`config.mk`:
```
export PLATFORM = sky130hd
export DESIGN_NAME = seq_run_controller
export DESIGN_NICKNAME = d
export VERILOG_FILES = /design/src/rtl/seq_ctrl_pkg.sv /design/src/rtl/seq_term_gen.sv /design/src/rtl/seq_run_controller.sv
export SDC_FILE = /design/constraint.sdc
export NUM_CORES = 1
export LEC_CHECK = 0
export ABC_CLOCK_PERIOD_IN_PS = 9500
export BUFFER_PORTS_ARGS = -buffer_cell sky130_fd_sc_hd__buf_2
export CAP_MARGIN = 20
export CORE_MARGIN = 5
export CORE_UTILIZATION = 57
export CTS_CLUSTER_DIAMETER = 200
export CTS_CLUSTER_SIZE = 16
export DETAILED_ROUTE_END_ITERATION = 8
export PLACE_DENSITY = 0.9
export SYNTH_ARGS = -nofsm -noshare
export SYNTH_HDL_FRONTEND = slang
export SYNTH_SLANG_ARGS = --single-unit
```
`constraint.sdc`:
```
create_clock -name clk -period 9.5 [get_ports clk]
set_input_delay 1.9 -clock clk [delete_from_list [all_inputs] [get_ports clk]]
set_output_delay 1.9 -clock clk [all_outputs]
set_load 0.02 [all_outputs]
```
`src/rtl/seq_ctrl_pkg.sv`:
```
// -----------------------------------------------------------------------------
// seq_ctrl_pkg
// Shared definitions for the sequence run controller:
//   - default datapath widths
//   - controller state encoding
//   - resolved-command encoding plus the priority resolver used when several
//     command pulses arrive in the same cycle
// -----------------------------------------------------------------------------
package seq_ctrl_pkg;

    localparam int unsigned DEF_WIDTH  = 4;
    localparam int unsigned DEF_LOOP_W = 4;

    typedef enum logic [1:0] {
        IDLE  = 2'd0,
        RUN   = 2'd1,
        PAUSE = 2'd2,
        DONE  = 2'd3
    } state_e;

    // Resolved command for one cycle. A larger encoding outranks a smaller
    // one: stop beats pause, pause beats go (go = start or resume).
    typedef enum logic [1:0] {
        CMD_NONE  = 2'd0,
        CMD_GO    = 2'd1,
        CMD_PAUSE = 2'd2,
        CMD_STOP  = 2'd3
    } cmd_e;

    // Inputs must already be masked to the commands that are legal in the
    // current state, so an illegal command can never shadow a legal one.
    function automatic cmd_e resolve_cmd(input logic stop,
                                         input logic pause,
                                         input logic go);
        cmd_e cmd;
        cmd = CMD_NONE;
        if (stop) begin
            cmd = CMD_STOP;
        end else if (pause) begin
            cmd = CMD_PAUSE;
        end else if (go) begin
            cmd = CMD_GO;
        end
        return cmd;
    endfunction

endpackage

```
`src/rtl/seq_term_gen.sv`:
```
// -----------------------------------------------------------------------------
// seq_term_gen
// Arithmetic-progression term register. Holds the current term, advances it
// by step (wrapping back to start once the next term would exceed limit) and
// reports whether the current / next term is the last one of a loop.
// The sum is formed in WIDTH+1 bits so an overflowing term is seen as
// "beyond limit" instead of silently wrapping to a small value.
//
// Ports:
//   clk, reset     clock, synchronous active-high reset
//   load_i         load start_i as the current term (takes precedence)
//   advance_i      move to the next term (or back to start_i on wrap)
//   start_i        first term of a loop
//   step_i         increment
//   limit_i        largest allowed term
//   value_o        current term (registered)
//   wrap_o         current term + step exceeds limit
//   wrap_next_o    the term being loaded this cycle + step exceeds limit
// -----------------------------------------------------------------------------
module seq_term_gen #(
    parameter int unsigned WIDTH = 4
) (
    input  logic             clk,
    input  logic             reset,
    input  logic             load_i,
    input  logic             advance_i,
    input  logic [WIDTH-1:0] start_i,
    input  logic [WIDTH-1:0] step_i,
    input  logic [WIDTH-1:0] limit_i,
    output logic [WIDTH-1:0] value_o,
    output logic             wrap_o,
    output logic             wrap_next_o
);

    logic [WIDTH-1:0] value_q, value_d;
    logic [WIDTH:0]   sum_cur, sum_next;

    // NOTE: every variable written here gets a default first, so no path
    // leaves it unassigned and no latch is inferred.
    always_comb begin
        sum_cur = {1'b0, value_q} + {1'b0, step_i};
        value_d = value_q;
        if (load_i) begin
            value_d = start_i;
        end else if (advance_i) begin
            value_d = (sum_cur > {1'b0, limit_i}) ? start_i : sum_cur[WIDTH-1:0];
        end
        sum_next = {1'b0, value_d} + {1'b0, step_i};
    end

    assign wrap_o      = (sum_cur  > {1'b0, limit_i});
    assign wrap_next_o = (sum_next > {1'b0, limit_i});

    // NOTE: sequential state uses non-blocking assignments so every flop
    // samples pre-edge values regardless of statement order.
    always_ff @(posedge clk) begin
        if (reset) begin
            value_q <= '0;
        end else begin
            value_q <= value_d;
        end
    end

    assign value_o = value_q;

endmodule

```
`src/rtl/seq_run_controller.sv`:
```
// -----------------------------------------------------------------------------
// seq_run_controller
// Configurable arithmetic-progression sequencer with a valid/ready output
// stream. Emits start, start+step, ... up to limit, then wraps back to start;
// runs cfg_loops loops (0 = forever) under start/pause/resume/stop control.
// All outputs are registered.
//
// Ports:
//   clk, reset                     clock, synchronous active-high reset
//   cmd_start/pause/resume/stop    single-cycle command pulses
//   cfg_start/step/limit/loops     configuration, latched on an honoured start
//   out_value/out_valid/out_ready  term stream (consumer paces via out_ready)
//   out_last                       current term is the final term of the run
//   loop_cnt                       completed loops since start (saturating)
//   busy                           RUN or PAUSE
//   done                           run finished
//   err_cfg                        one-cycle pulse on a rejected start
// -----------------------------------------------------------------------------
module seq_run_controller
    import seq_ctrl_pkg::*;
#(
    parameter int unsigned WIDTH  = DEF_WIDTH,
    parameter int unsigned LOOP_W = DEF_LOOP_W
) (
    input  logic              clk,
    input  logic              reset,
    input  logic              cmd_start,
    input  logic              cmd_pause,
    input  logic              cmd_resume,
    input  logic              cmd_stop,
    input  logic [WIDTH-1:0]  cfg_start,
    input  logic [WIDTH-1:0]  cfg_step,
    input  logic [WIDTH-1:0]  cfg_limit,
    input  logic [LOOP_W-1:0] cfg_loops,
    output logic [WIDTH-1:0]  out_value,
    output logic              out_valid,
    input  logic              out_ready,
    output logic              out_last,
    output logic [LOOP_W-1:0] loop_cnt,
    output logic              busy,
    output logic              done,
    output logic              err_cfg
);

    state_e            state_q, state_d;
    logic [WIDTH-1:0]  start_q, start_d;
    logic [WIDTH-1:0]  step_q, step_d;
    logic [WIDTH-1:0]  limit_q, limit_d;
    logic [LOOP_W-1:0] loops_q, loops_d;
    logic [LOOP_W-1:0] cnt_q, cnt_d;
    logic              valid_q, valid_d;
    logic              last_q, last_d;
    logic              busy_q, busy_d;
    logic              done_q, done_d;
    logic              err_q, err_d;

    logic              load, advance;
    logic              wrap, wrap_next;
    logic [WIDTH-1:0]  value;

    logic              xfer;
    logic              pause_v, go_v;
    logic              cfg_ok;
    logic              final_loop;
    logic [LOOP_W-1:0] cnt_inc;
    cmd_e              cmd;

    assign xfer = valid_q & out_ready;

    // Mask commands to those legal in the current state before resolving
    // priority, so e.g. a stray pause in IDLE does not block a start.
    assign pause_v = cmd_pause & ((state_q == RUN) | (state_q == PAUSE));
    assign go_v    = (cmd_start  & ((state_q == IDLE) | (state_q == DONE)))
                   | (cmd_resume & (state_q == PAUSE));
    assign cmd     = resolve_cmd(cmd_stop, pause_v, go_v);

    assign cfg_ok     = (cfg_step != '0) && (cfg_start <= cfg_limit);
    // With loops != 0 the count never exceeds loops-1 here, so the +1 cannot wrap.
    assign final_loop = (loops_q != '0) && ((cnt_q + LOOP_W'(1)) == loops_q);
    assign cnt_inc    = (cnt_q == '1) ? cnt_q : cnt_q + LOOP_W'(1);

    always_comb begin
        state_d = state_q;
        start_d = start_q;
        step_d  = step_q;
        limit_d = limit_q;
        loops_d = loops_q;
        cnt_d   = cnt_q;
        err_d   = 1'b0;
        load    = 1'b0;
        advance = 1'b0;

        unique case (state_q)
            IDLE, DONE: begin
                if (cmd == CMD_STOP) begin
                    state_d = IDLE;
                end else if (cmd == CMD_GO) begin
                    start_d = cfg_start;
                    step_d  = cfg_step;
                    limit_d = cfg_limit;
                    loops_d = cfg_loops;
                    if (!cfg_ok) begin
                        err_d = 1'b1;
                    end else begin
                        load    = 1'b1;
                        cnt_d   = '0;
                        state_d = RUN;
                    end
                end
            end
            RUN: begin
                if (cmd == CMD_STOP) begin
                    // A transfer in this cycle is consumed but does not advance.
                    state_d = IDLE;
                end else begin
                    if (xfer) begin
                        if (wrap && final_loop) begin
                            cnt_d   = cnt_q + LOOP_W'(1);
                            state_d = DONE;
                        end else begin
                            advance = 1'b1;
                            if (wrap) begin
                                cnt_d = cnt_inc;
                            end
                        end
                    end
                    if ((cmd == CMD_PAUSE) && (state_d == RUN)) begin
                        state_d = PAUSE;
                    end
                end
            end
            PAUSE: begin
                if (cmd == CMD_STOP) begin
                    state_d = IDLE;
                end else if (cmd == CMD_GO) begin
                    state_d = RUN;
                end
            end
            default: state_d = IDLE;
        endcase

        valid_d = (state_d == RUN);
        busy_d  = (state_d == RUN) || (state_d == PAUSE);
        done_d  = (state_d == DONE);
        // Registered alongside the term it describes.
        last_d  = valid_d && wrap_next && (loops_d != '0)
                  && (cnt_d == (loops_d - LOOP_W'(1)));
    end

    always_ff @(posedge clk) begin
        if (reset) begin
            state_q <= IDLE;
            start_q <= '0;
            step_q  <= '0;
            limit_q <= '0;
            loops_q <= '0;
            cnt_q   <= '0;
            valid_q <= 1'b0;
            last_q  <= 1'b0;
            busy_q  <= 1'b0;
            done_q  <= 1'b0;
            err_q   <= 1'b0;
        end else begin
            state_q <= state_d;
            start_q <= start_d;
            step_q  <= step_d;
            limit_q <= limit_d;
            loops_q <= loops_d;
            cnt_q   <= cnt_d;
            valid_q <= valid_d;
            last_q  <= last_d;
            busy_q  <= busy_d;
            done_q  <= done_d;
            err_q   <= err_d;
        end
    end

    // Fed with next-cycle config so a load uses the new step/limit at once;
    // outside a start cycle these equal the latched values.
    seq_term_gen #(
        .WIDTH (WIDTH)
    ) u_term_gen (
        .clk         (clk),
        .reset       (reset),
        .load_i      (load),
        .advance_i   (advance),
        .start_i     (start_d),
        .step_i      (step_d),
        .limit_i     (limit_d),
        .value_o     (value),
        .wrap_o      (wrap),
        .wrap_next_o (wrap_next)
    );

    assign out_value = value;
    assign out_valid = valid_q;
    assign out_last  = last_q;
    assign loop_cnt  = cnt_q;
    assign busy      = busy_q;
    assign done      = done_q;
    assign err_cfg   = err_q;

endmodule

```
### Word-level counts from Yosys, hierarchy flattened

Cells that the tools add are included.
W data, S select, Z words.

* logic and storage cells: 103
* bits in registers: 31

* mux-type cells: 48
* add/sub/neg operators: 4
* equality and inequality tests: 13
* reductions and logical operators: 14
* order comparisons: 3
* bitwise operators: 9

Operators by type and width (number)
* $mux W4: 23
* $mux W2: 13
* $eq A2 B2 Y1 const B: 6
* $reduce_bool A4 Y1: 3
* $add A4 B4 Y5: 2
* $gt A5 B4 Y1: 2
* $mux W1: 10
* $eq A2 B1 Y1 const B: 4
* $eq A4 B4 Y1: 2
* $pmux W4 S2: 1
* $logic_and A1 B1 Y1: 7
* $pmux W2 S3: 1
* $add A4 B1 Y4 const B: 1
* $and A1 B1 Y1: 4
* $eq A4 B4 Y1 const B: 1
* $le A4 B4 Y1: 1
* $reduce_or A4 Y1: 1
* $sub A4 B1 Y4 const B: 1
* $or A1 B1 Y1: 3
* $logic_not A2 Y1: 1
* $not A1 Y1: 2
* $reduce_or A2 Y1: 1
* $logic_or A1 B1 Y1: 1

### Longest topological paths before layout

Gate-level depths: netlist (run 1).

* word-level depth: 27
* gate-level depth with buffers: 30
* gate-level depth less buffers: 29

### By module

Synthesis (run 1) repeated with hierarchy kept, for this count alone.

* cell total of the unflattened synthesis: 265
* area, all modules: 2391.0 µm²

Modules (own cells, without submodules)
* seq_run_controller: seq. area each 540.5 µm², instances 1, area each 1694.1 µm², cells each 185
* seq_term_gen: seq. area each 80.1 µm², instances 1, area each 696.9 µm², cells each 80

### Worst setup path before layout (run 1)

Ideal clock, no wire load.

* kind: input to register
* from: input cmd_stop
* to: register last_q, in the netlist out_last
* arrival time: 7207 ps
* library setup time: 147 ps
* slack: 2145 ps
* stages on the path: 28
* path through: clkbuf_1 -> nor3_1 -> buf_2 -> buf_1 -> nand2_1 -> nand2_1 -> ha_1 -> a21o_1 -> a21oi_1 -> xnor2_1 -> ha_1 -> a21oi_1 -> a21o_1 -> nand2_1 -> a21oi_1 -> mux2i_1 -> nor2_1 -> a21oi_1 -> ha_1 -> fa_1 -> ha_1 -> nor2b_1 -> o21ai_0 -> nand2b_1 -> a21oi_1 -> a41oi_1 -> o311ai_0 -> a2111oi_4

* elaborated cells on any way between the ends: 58

RTL lines
* start, declared: line seq_run_controller.sv:30 `input logic cmd_stop,`
* $mux W2 (*): line seq_ctrl_pkg.sv:37 `if (stop) begin`
* $eq A2 B1 Y1: line seq_run_controller.sv:97 `end else if (cmd == CMD_GO) begin`
* $mux W4: line seq_run_controller.sv:97
* $mux W4 (*): line seq_run_controller.sv:95 `if (cmd == CMD_STOP) begin`
* $mux W4 (*): line seq_run_controller.sv:93 `unique case (state_q)`
* net step_d[1]: line seq_run_controller.sv:47 `logic [WIDTH-1:0] step_q, step_d;`
* $add A4 B4 Y5 (*): line seq_term_gen.sv:41 `sum_cur = {1'b0, value_q} + {1'b0, step_i};`
* $gt A5 B4 Y1 (*): line seq_term_gen.sv:46, seq_term_gen.sv:51
* [... 4 more ...]
* $mux W1: line seq_run_controller.sv:93
* $mux W4 (*): line seq_term_gen.sv:45 `end else if (advance_i) begin`
* $mux W4 (*): line seq_term_gen.sv:43 `if (load_i) begin`
* net u_term_gen.value_d[0]: line seq_term_gen.sv:35 `logic [WIDTH-1:0] value_q, value_d;`
* $add A4 B4 Y5 (*): line seq_term_gen.sv:48 `sum_next = {1'b0, value_d} + {1'b0, step_i};`
* $gt A5 B4 Y1 (*): line seq_term_gen.sv:52 `assign wrap_next_o = (sum_next > {1'b0, limit_i});`
* $logic_and A1 B1 Y1 (*) (2 in series): line seq_run_controller.sv:146 `last_d = valid_d && wrap_next && (loops_d != '0)`
* $logic_and A1 B1 Y1 (*): line seq_run_controller.sv:147 `&& (cnt_d == (loops_d - LOOP_W'(1)));`
* end signal, assigned: line seq_run_controller.sv:171 `last_q <= last_d;`
* end, declared: line seq_run_controller.sv:52 `logic last_q, last_d;`

Mark *: on every way through the listed nets, which the timed path passes. The rest lies on a longest branch. The select of a mux whose other input is x is not followed.
A chain may end at the register's enable or synchronous reset.

### Final worst setup path (run 1)

* from: input cmd_resume
* to: register last_q, in the netlist out_last

* elaborated cells on any way between the ends: 62

RTL lines
* start, declared: line seq_run_controller.sv:29 `input logic cmd_resume,`
* $and A1 B1 Y1 (*): line seq_run_controller.sv:74 `| (cmd_resume & (state_q == PAUSE));`
* $or A1 B1 Y1 (*): line seq_run_controller.sv:74
* $mux W1 (*): line seq_ctrl_pkg.sv:41 `end else if (go) begin`
* $mux W2 (*): line seq_ctrl_pkg.sv:39 `end else if (pause) begin`
* $mux W2 (*): line seq_ctrl_pkg.sv:37
* $eq A2 B1 Y1: line seq_run_controller.sv:97
* $mux W4: line seq_run_controller.sv:97
* $mux W4 (*): line seq_run_controller.sv:95
* [... 1 more ...]
* net step_d[1]: line seq_run_controller.sv:47
* [... 6 more ...]
* $mux W1: line seq_run_controller.sv:93
* $mux W4 (*): line seq_term_gen.sv:45
* $mux W4 (*): line seq_term_gen.sv:43
* net u_term_gen.value_d[0]: line seq_term_gen.sv:35
* $add A4 B4 Y5 (*): line seq_term_gen.sv:48
* $gt A5 B4 Y1 (*): line seq_term_gen.sv:52
* $logic_and A1 B1 Y1 (*) (2 in series): line seq_run_controller.sv:146
* $logic_and A1 B1 Y1 (*): line seq_run_controller.sv:147

Marked as above.

==> results of run 1 <==
sequential cells by signal, summed over array words and instances (netlist names):
| signal | flops |
|---|---|
| busy | 1 |
| done | 1 |
| err_cfg | 1 |
| limit_q | 4 |
| loop_cnt | 4 |
| loops_q | 4 |
| out_last | 1 |
| out_valid | 1 |
| start_q | 4 |
| state_q | 2 |
| step_q | 4 |
| u_term_gen.value_o | 4 |
kinds of logic (layout without fill, tap and decap cells):
kind of cell    Yosys count  after routing  share of synthesized area
xor+xnor                 12             12                    0.04447
flops                    31             31                     0.2626
buf+inv                  21             58                    0.03441
simple gates            110            110                     0.2451
fa+ha+maj                30             30                     0.1652
compound gates           54             54                     0.1694
mux                      18             18                    0.07887
stage by stage:
stage	utilization	worst slack (ns)	total power (uW)
5_1_grt	0.6666	1.403	349.9
3_5_place_dp	0.6462	1.724	230.9
4_1_cts	0.6666	1.995	332.5
2_1_floorplan	-	2.145	205.7
6_report	0.6666	1.860	330.5
3_3_place_gp	0.6462	1.990	227.1
Yosys cell counts, drive strengths merged, types with 4 or more instances:
cell type and number:
clkbuf 4, nand2b 4, inv 14, nor2b 23, nor2 26, a21o 5
nand2 24, o211ai 4, xor2 5, dfxtp 31, ha 28, xnor2 7
a21oi 12, a31oi 4, o21ai 10, mux2i 16, nor3 9
area by class of cell:
| type | count | share of cell area |
|---|---|---|
| clock buffers | 7 | 0.02863 |
| clock inverters | 1 | 0.001877 |
| inverters | 14 | 0.01971 |
| multi-input cells | 224 | 0.6251 |
| flip-flops and latches | 31 | 0.2328 |
| well taps | 50 | 0.02346 |
| repair buffers | 36 | 0.06851 |
worst register-to-register path: cells and delay by family, from the launching register on:
family          cells  cell delay (ns)
fa+ha+maj           6             1.89
simple gates        7             1.40
compound gates     11             2.44
buf+inv             2             0.18
mux                 1             0.24
flops               1             0.36
xor+xnor            1             0.16
metal layers:
| layer | global-route usage | wire length (um) | up-vias |
|---|---|---|---|
| met5 | 0 | 0 | - |
| met4 | 0.1067 | 195 | 0 |
| met3 | 0.05676 | 388 | 21 |
| met2 | 0.3746 | 2763 | 89 |
| met1 | 0.2748 | 2503 | 1017 |
| li1 | - | - | 1057 |
power breakdown:
group / switching (uW) / internal (uW)
Sequential: 2.76 / 135
Clock: 49.1 / 51.3
Combinational: 54.8 / 37.5
worst min path at each step:
stage,from,to
CTS,start_q[1],start_q[1]
finish,start_q[1],start_q[1]
global route,start_q[3],start_q[3]
floorplan,start_q[2],start_q[2]
detailed placement,start_q[1],start_q[1]
global placement,start_q[3],start_q[3]
==> flow_summary.yaml, run 1 <==
die:
  fp.dieH_um: 74.40
  fp.dieW_um: 74.40
  core.rowCount: 23
  num_io_pins: 36
  coreArea_um2: 4000
  die-area_um2: 5535
  start_util: 0.5909
clock_tree:
  numCtsBuffers: 5
  cts_sinks: 31
  cts_tree: "yes"
  postCtsSetupRepairBufs: 0
  clk_latency_ns: 0.29
  cts_resized: 0
  holdBufCountCts: 0
  htree_num_levels: 2
  path_clk_slew_ns: 0.06
  clockBufferDepth: 2
  ctsRootBufferMaster: "clkbuf_8"
worst_setup_path:
  cp_slowest_cell: "o311ai_0"
  critPathRequiredTime_ns: 9.65
  crit_buf_inv: 1
  worstReg2RegEnd: "out_last"
  end_kind: "register"
  r2r_setup_slack_ns: 2.67
  path_max_fanout: 10
  r2r_cells: 28
  crit_start: "cmd_resume"
  cp.depth: 27
  reg2reg_from: "state_q[0]"
  crit_arrival_ns: 7.79
  crit_family: "compound AO/OA/AOI/OAI gates"
  crit_path_frequent_cell: "a21oi_1"
  slowest_delay_ns: 0.63
  cp-start-kind: "input pin"
  crit_type: "input pin to register"
  cp-endpoint: "out_last"
final_layout:
  layoutNonFillerInstCount: 363
  antenna_cells: 0
  final_cell_mix: "buf_2 (35), dfxtp_1 (31), ha_1 (28)"
  syn2layout_area_growth_pct: 12.81
  seq_area_um2: 620.6
  nets: 365
  fin_area_um2: 2666
  fillers: 320
  final_common_cell: "buf_2"
  multi_input_area_um2: 1667
  layout-drive-gt1-share: 0.1693
grt:
  overflow: 0
  antenna_found_initial: 0
  grt_usage: 0.2265
  grt_pass1_vias: 2088
  grt_pass1_wl_um: 9660
  grt_max_degree: 31
route:
  vias_per_cell: 6.017
  vias: 2184
  wl_um: 5851
  wl_per_cell_um: 16.12
  dr.pass1.iters: 4
  drc: 0
  ant_nets: 0
  first_iter_violations: 183
sta:
  max_slew_margin: 0.3926
  rsz0062_at_grt: "false"
  slew_violations: 0
  tightestPinTransition_ns: 0.8882
  clock.fmax_mhz: 130.9
  hold_slack_ns: 0.5236
  finalClockSkew_ns: 0.003615
  timing.final.crit_share: 0.8043
  hold_viol: 0
  finalSetupViolCount: 0
  fin_crit_ns: 7.641
  tns_ns: 0
synth:
  ys_top_cells_by_area: "dfxtp_1 (26%), ha_1 (15%), mux2i_1 (6.8%)"
  synth_cell_type_count: 57
  synth_area_per_cell_um2: 8.563
  netlist_area_um2: 2364
  synth_edf_count: 0
  syn_inst: 276
  ys_seq_elements: 31
  synth_top_area_share: 0.2626
  yosysSeqAreaShare: 0.2626
  synth_flop_cell: "dfxtp_1"
  async_flop_share: 0
  synth_top_area_cell: "dfxtp_1"
  syn-num-nets: 329
  yosysWarningCount: 0
placed_design:
  post_dp_cell_area_um2: 2585
  placed_cells: 355
  port_buffers: 35
  globalplace.congestion: 0.8769
  dp_hpwl_um: 4573
power_and_ir_drop:
  power.density_nw_per_um2: 123.9
  p_leak_uw: 0.001239
  vdd_drop_max_uv: 78.74
outcome:
  status: "finished, final reports clean"
min_path:
  min_path_cells: 2
  hold_path_class: "register to register"
flow_run:
  cap_violations: 0
(Power assumes the default switching activity.)
==> run 2, diff against run 1 <==
--- a/config.mk
+++ b/config.mk
@@ -5,15 +5,16 @@
 export SDC_FILE = /design/constraint.sdc
 export NUM_CORES = 1
 export LEC_CHECK = 0
-export ABC_CLOCK_PERIOD_IN_PS = 9500
+export ABC_AREA = 1
+export ABC_CLOCK_PERIOD_IN_PS = 6500
 export BUFFER_PORTS_ARGS = -buffer_cell sky130_fd_sc_hd__buf_2
 export CAP_MARGIN = 20
 export CORE_MARGIN = 5
-export CORE_UTILIZATION = 57
+export CORE_UTILIZATION = 52
 export CTS_CLUSTER_DIAMETER = 200
 export CTS_CLUSTER_SIZE = 16
 export DETAILED_ROUTE_END_ITERATION = 8
-export PLACE_DENSITY = 0.9
+export PLACE_DENSITY = 0.86
 export SYNTH_ARGS = -nofsm -noshare
 export SYNTH_HDL_FRONTEND = slang
 export SYNTH_SLANG_ARGS = --single-unit
==> constraint.sdc (replaced) <==
create_clock -name clk -period 6.5 [get_ports clk]
set_input_delay 1.3 -clock clk [delete_from_list [all_inputs] [get_ports clk]]
set_output_delay 1.3 -clock clk [all_outputs]
set_load 0.02 [all_outputs]
==> run 2 against run 1 <==
Compared with the run above:
- critical path depth increased by 14
- non-clock buffer count increased by 4
- count of clock-buffer cells in the layout decreased by 1
- core utilization decreased by 4.6 points
- via count increased by 16%
- sequential power increased by 86%
- clock skew increased by 0.0097 ns
- combinational power increased to 9.3 times the previous value
- global-route usage decreased by 1.7 points
- flip-flop and latch count unchanged
- worst setup slack got worse by 1.5 ns
- critical endpoint unchanged
- largest cell class unchanged
- highest routed layer unchanged
==> flow_summary.yaml, run 2 <==
synth:
  synth_most_common_cell: "nand2_1"
  synth_area_per_cell_um2: 6.742
  syn-num-nets: 426
  netlist_area_um2: 2515
  synth_cell_type_count: 36
  synth_top_area_cell: "dfxtp_1"
  synth_top_area_share: 0.2468
  synth_common_cells: "nand2_1 (98), inv_1 (54), nand3_1 (32)"
  synth_flop_cell: "dfxtp_1"
  ys_top_cells_by_area: "dfxtp_1 (25%), nand2_1 (15%), ha_1 (14%)"
  ys_seq_elements: 31
  syn_inst: 373
  synth_edf_count: 0
  yosysWarningCount: 0
  yosysSeqAreaShare: 0.2468
  async_flop_share: 0
sta:
  hold_viol: 0
  hold_slack_ns: 0.5053
  tns_ns: 0
  clock.fmax_mhz: 163.9
  layout_setup_ws_ns: 0.4001
  slew_violations: 0
  finalSetupViolCount: 0
  fin_crit_ns: 6.100
  tightestPinTransition_ns: 0.5921
  max_slew_margin: 0.6011
  timing.final.crit_share: 0.9384
  finalClockSkew_ns: 0.01333
route:
  wl_per_cell_um: 13.27
  top_layer: "met4"
  wl_um: 6381
  vias: 2540
  drt-met1-wl_um: 2699
  vias_per_cell: 5.281
  ant_nets: 0
  wl_met2_um: 3098
  first_iter_violations: 210
  dr.pass1.iters: 4
  drc: 0
  met3_length_um: 361
worst_setup_path:
  crit_buf_inv: 8
  cp.depth: 41
  r2r_setup_slack_ns: 0.52
  worstReg2RegEnd: "out_last"
  end_kind: "register"
  crit_arrival_ns: 6.33
  reg2reg_from: "state_q[0]"
  cp-endpoint: "out_last"
  crit_family: "simple AND/OR/NAND/NOR gates"
  cp-start-kind: "input pin"
  cp_slowest_cell: "fa_2"
  crit_path_frequent_cell: "nand2_1"
  crit_start: "cmd_stop"
  crit_type: "input pin to register"
  path_max_fanout: 7
  slowest_delay_ns: 0.36
  r2r_cells: 43
  critPathRequiredTime_ns: 6.73
clock_tree:
  htree_num_levels: 2
  cts_tree: "yes"
  ctsRootBufferMaster: "clkbuf_8"
  clockBufferDepth: 2
  cts_sinks: 31
  clk_latency_ns: 0.30
  path_clk_slew_ns: 0.07
  numCtsBuffers: 5
grt:
  antenna_found_initial: 0
  grt_usage: 0.2099
  grt_pass1_vias: 2380
  grt_pass1_wl_um: 10640
  overflow: 0
  grt_max_degree: 30
outcome:
  status: "finished, final reports clean"
power_and_ir_drop:
  p_leak_uw: 0.001543
  vdd_drop_max_uv: 235.9
  power.density_nw_per_um2: 431.9
placed_design:
  dp_hpwl_um: 4944
  globalplace.congestion: 1.021
  post_dp_cell_area_um2: 2771
  pre_cts_ws_ns: -0.0005720
  placed_cells: 473
  port_buffers: 35
die:
  start_util: 0.5325
  fp.dieW_um: 79.55
  fp.dieH_um: 79.55
  core.rowCount: 25
  die-area_um2: 6327
  num_io_pins: 36
  coreArea_um2: 4723
final_layout:
  layout-drive-gt1-share: 0.2053
  antenna_cells: 0
  fin_area_um2: 2929
  final_cell_mix: "nand2_1 (98), inv_1 (54), buf_2 (35)"
  layoutNonFillerInstCount: 481
  syn2layout_area_growth_pct: 16.47
  fillers: 416
  nets: 466
  final_common_cell: "nand2_1"
flow_run:
  cap_violations: 0
min_path:
  hold_path_class: "register to register"
## run 2: cell count changes after synthesis, moves of 5 or more
cell and delta:
nand3_1 +30, a21o_1 -5, nand2_1 +74, or2_2 +5, nor3_1 -9, inv_1 +41, nor2b_1 -23, nand4_1 +5
xnor2_1 -5, a21oi_1 +12, mux2i_1 -13
## run 2: how the worst min path moves through the flow
stage | startpoint | endpoint | cells past startpoint
after floorplan | start_q[1] | start_q[1] | 2
after global placement | start_q[2] | start_q[2] | 2
after detailed placement | start_q[2] | start_q[2] | 2
after CTS | start_q[2] | start_q[2] | 2
after global routing | start_q[1] | start_q[1] | 2
final | start_q[2] | start_q[2] | 2
## run 2: power by group
| group | switching (uW) | internal, uW | total (uW) | leakage [uW] |
|---|---|---|---|---|
| combinational | 532 | 323 | 855 | 0.00125 |
| sequential | 22.1 | 234 | 257 | 0.000253 |
| clock | 78.4 | 74.7 | 153 | 0.0000412 |
| total | 633 | 632 | 1260 | 0.00154 |
## run 2: area by class of cell
class	instances	area (um2)	area share
well taps	67	83.83	0.02862
clock buffers	6	72.57	0.02478
repair buffers	40	216.5	0.07390
inverters	60	227.7	0.07774
flip-flops and latches	31	620.6	0.2119
clock inverters	2	12.51	0.004272
multi-input cells	275	1695	0.5788
## run 2: per-stage QoR
stage,power [uW],util
2_1_floorplan,891.5,-
3_3_place_gp,1028,0.5868
3_5_place_dp,1063,0.5868
4_1_cts,1223,0.6048
5_1_grt,1407,0.6201
6_report,1265,0.6201
## run 2: cells by family (layout without fill, tap and decap cells)
group,count (synthesis),in the layout,synth area share
mux,3,3,0.01194
buf+inv,67,108,0.1065
simple gates,185,185,0.3343
fa+ha+maj,30,30,0.1552
flops,31,31,0.2468
compound gates,52,52,0.1279
xor+xnor,5,5,0.01742
## run 2: worst min-delay path: stages, from the launching register on
cell and delay, ns:
dfxtp_1 0.31, mux2i_1 0.08, nor2_1 0.08
## run 2: metal layers
metal,GRT usage,up-vias
met5,0,-
met4,0.1151,0
met3,0.04176,19
met2,0.3548,90
met1,0.2469,1151
li1,-,1280
## run 2: repair_timing
action	CTS	global route
setup endpoints to repair	0	1
setup buffers	0	0
gates resized for setup	0	15
hold buffers	0	0
endpoints found under the hold margin	0	0
==> run 3, diff against run 2 <==
--- a/config.mk
+++ b/config.mk
@@ -5,7 +5,6 @@
 export SDC_FILE = /design/constraint.sdc
 export NUM_CORES = 1
 export LEC_CHECK = 0
-export ABC_AREA = 1
 export ABC_CLOCK_PERIOD_IN_PS = 6500
 export BUFFER_PORTS_ARGS = -buffer_cell sky130_fd_sc_hd__buf_2
 export CAP_MARGIN = 20
@@ -14,7 +13,8 @@
 export CTS_CLUSTER_DIAMETER = 200
 export CTS_CLUSTER_SIZE = 16
 export DETAILED_ROUTE_END_ITERATION = 8
-export PLACE_DENSITY = 0.86
+export PLACE_DENSITY = 0.87
+export SETUP_SLACK_MARGIN = 0.2
 export SYNTH_ARGS = -nofsm -noshare
 export SYNTH_HDL_FRONTEND = slang
 export SYNTH_SLANG_ARGS = --single-unit
==> run 3 against run 2 <==
Compared with the run above:
- register-to-register slack better by 0.21 ns
- non-clock buffer count is 5 higher
- global-route usage is 0.24 points lower
- count of clock-buffer cells in the layout is the same
- clock skew down 0.00089 ns
- design area fell by 4.3%
- largest cell class unchanged
- combinational power is 83% lower
- sequential share of layout area rose by 0.96 points
- fmax increased by 2.4%
- cell count shrank 22%
- via count fell by 13%
==> flow_summary.yaml, run 3 (synthesis results as in run 1) <==
worst_setup_path:
  crit_type: "input pin to register"
  crit_arrival_ns: 6.13
  cp-start-kind: "input pin"
  path_max_fanout: 6
  critPathRequiredTime_ns: 6.67
  end_kind: "register"
sta:
  hold_viol: 0
  hold_slack_ns: 0.5327
  layout_setup_ws_ns: 0.5413
  finalClockSkew_ns: 0.01243
  rsz0062_at_grt: "false"
  timing.final.crit_share: 0.9167
  fin_crit_ns: 5.959
  slew_violations: 0
  finalSetupViolCount: 0
  tns_ns: 0
  max_slew_margin: 0.4609
  clock.fmax_mhz: 167.8
  tightestPinTransition_ns: 0.7883
outcome:
  status: "finished, final reports clean"
route:
  wl_per_cell_um: 16.06
  first_iter_violations: 129
  vias: 2213
  ant_nets: 0
  drc: 0
  dr.pass1.iters: 4
  wl_um: 6008
  vias_per_cell: 5.917
final_layout:
  antenna_cells: 0
  fillers: 360
  fin_util: 0.6393
  syn2layout_area_growth_pct: 18.58
  layout-drive-gt1-share: 0.2112
  fin_area_um2: 2803
  final_common_cell: "buf_2"
  nets: 374
  final_cell_mix: "buf_2 (35), dfxtp_1 (31), ha_1 (28)"
grt:
  grt_pass1_wl_um: 10290
  top_usage_layer: "met2"
  grt_use_met1: 0.2484
  antenna_found_initial: 0
  grt_util_met2: 0.3510
  met3_usage: 0.04282
  grt_usage: 0.2075
  grt_pass1_vias: 2215
  overflow: 0
  grt_max_degree: 31
die:
  fp.dieH_um: 77.42
  fp.dieW_um: 77.42
  coreArea_um2: 4384
  start_util: 0.5391
  num_io_pins: 36
  core.rowCount: 24
  die-area_um2: 5994
clock_tree:
  holdBufCountCts: 0
  htree_num_levels: 2
  ctsRootBufferMaster: "clkbuf_8"
  cts_sinks: 31
  clockBufferDepth: 2
  clk_latency_ns: 0.29
  numCtsBuffers: 5
  path_clk_slew_ns: 0.07
  cts_resized: 0
  postCtsSetupRepairBufs: 0
  cts_tree: "yes"
placed_design:
  post_dp_cell_area_um2: 2666
  port_buffers: 35
  globalplace.congestion: 0.8843
  pre_cts_ws_ns: 0.1259
  dp_hpwl_um: 4633
flow_run:
  cap_violations: 0
power_and_ir_drop:
  vdd_drop_max_uv: 111.3
  p_leak_uw: 0.001303
  power.density_nw_per_um2: 195.4
min_path:
  hold_path_class: "register to register"
[run 3: cell types whose count changed in the layout (fill, tap and decap cells not counted), moves of 8 or more]
cell,change
inv_1,-41
nand2_1,-74
nand3_1,-30
a21oi_1,-10
mux2i_1,+13
nor3_1,+8
nor2b_1,+23
[run 3: metrics by stage]
stage,std cells,total power [uW]
2_1_floorplan,276,302.4
3_3_place_gp,366,340.9
3_5_place_dp,366,345.5
4_1_cts,374,546.1
5_1_grt,374,577.6
6_report,374,547.8
[run 3: report_power, final]
group          leakage, uW  switching, uW  total, uW  internal (uW)
clock network    0.0000612           76.9        201            124
registers         0.000252           4.19        201            197
logic             0.000990           83.5        146           62.0
[run 3: final timing paths]
check               endpoint  depth (start not counted)        from  slack [ns]
hold / removal    start_q[3]                          2  start_q[3]        0.53
hold reg to reg   start_q[3]                          2  start_q[3]        0.53
setup reg to reg    out_last                         26  state_q[0]        0.73
setup / recovery    out_last                         26  cmd_resume        0.54
[run 3: metal layers]
layer,up-vias,share of wire
met5,-,0
met4,0,0.033
met3,21,0.055
met2,76,0.49
met1,1035,0.42
li1,1081,-
[run 3: layout make-up]
type	instances	area (um2)	share of cell area
timing repair buffer	45	250.2	0.08929
clock inverter	2	35.03	0.01250
sequential	31	620.6	0.2214
clock buffer	6	82.58	0.02946
multi-input combinational	224	1697	0.6054
inverter	14	52.55	0.01875
tap	52	65.06	0.02321
[run 3: critical path, cell delays in order]
cell	delay, ns
buf_2	0.11
a21oi_2	0.18
nor2_1	0.08
nand2_1	0.18
nand2_1	0.08
nand2_1	0.11
ha_1	0.20
fa_1	0.45
ha_1	0.31
nor2b_1	0.15
o211ai_1	0.24
a21o_1	0.17
nand2_1	0.08
a21oi_2	0.22
buf_4	0.17
mux2i_1	0.07
o22ai_1	0.30
fa_1	0.47
ha_1	0.30
nor2b_1	0.13
o21ai_0	0.14
nand2b_1	0.07
a21oi_1	0.14
a41oi_1	0.06
o311ai_2	0.34
a2111oi_4	0.05
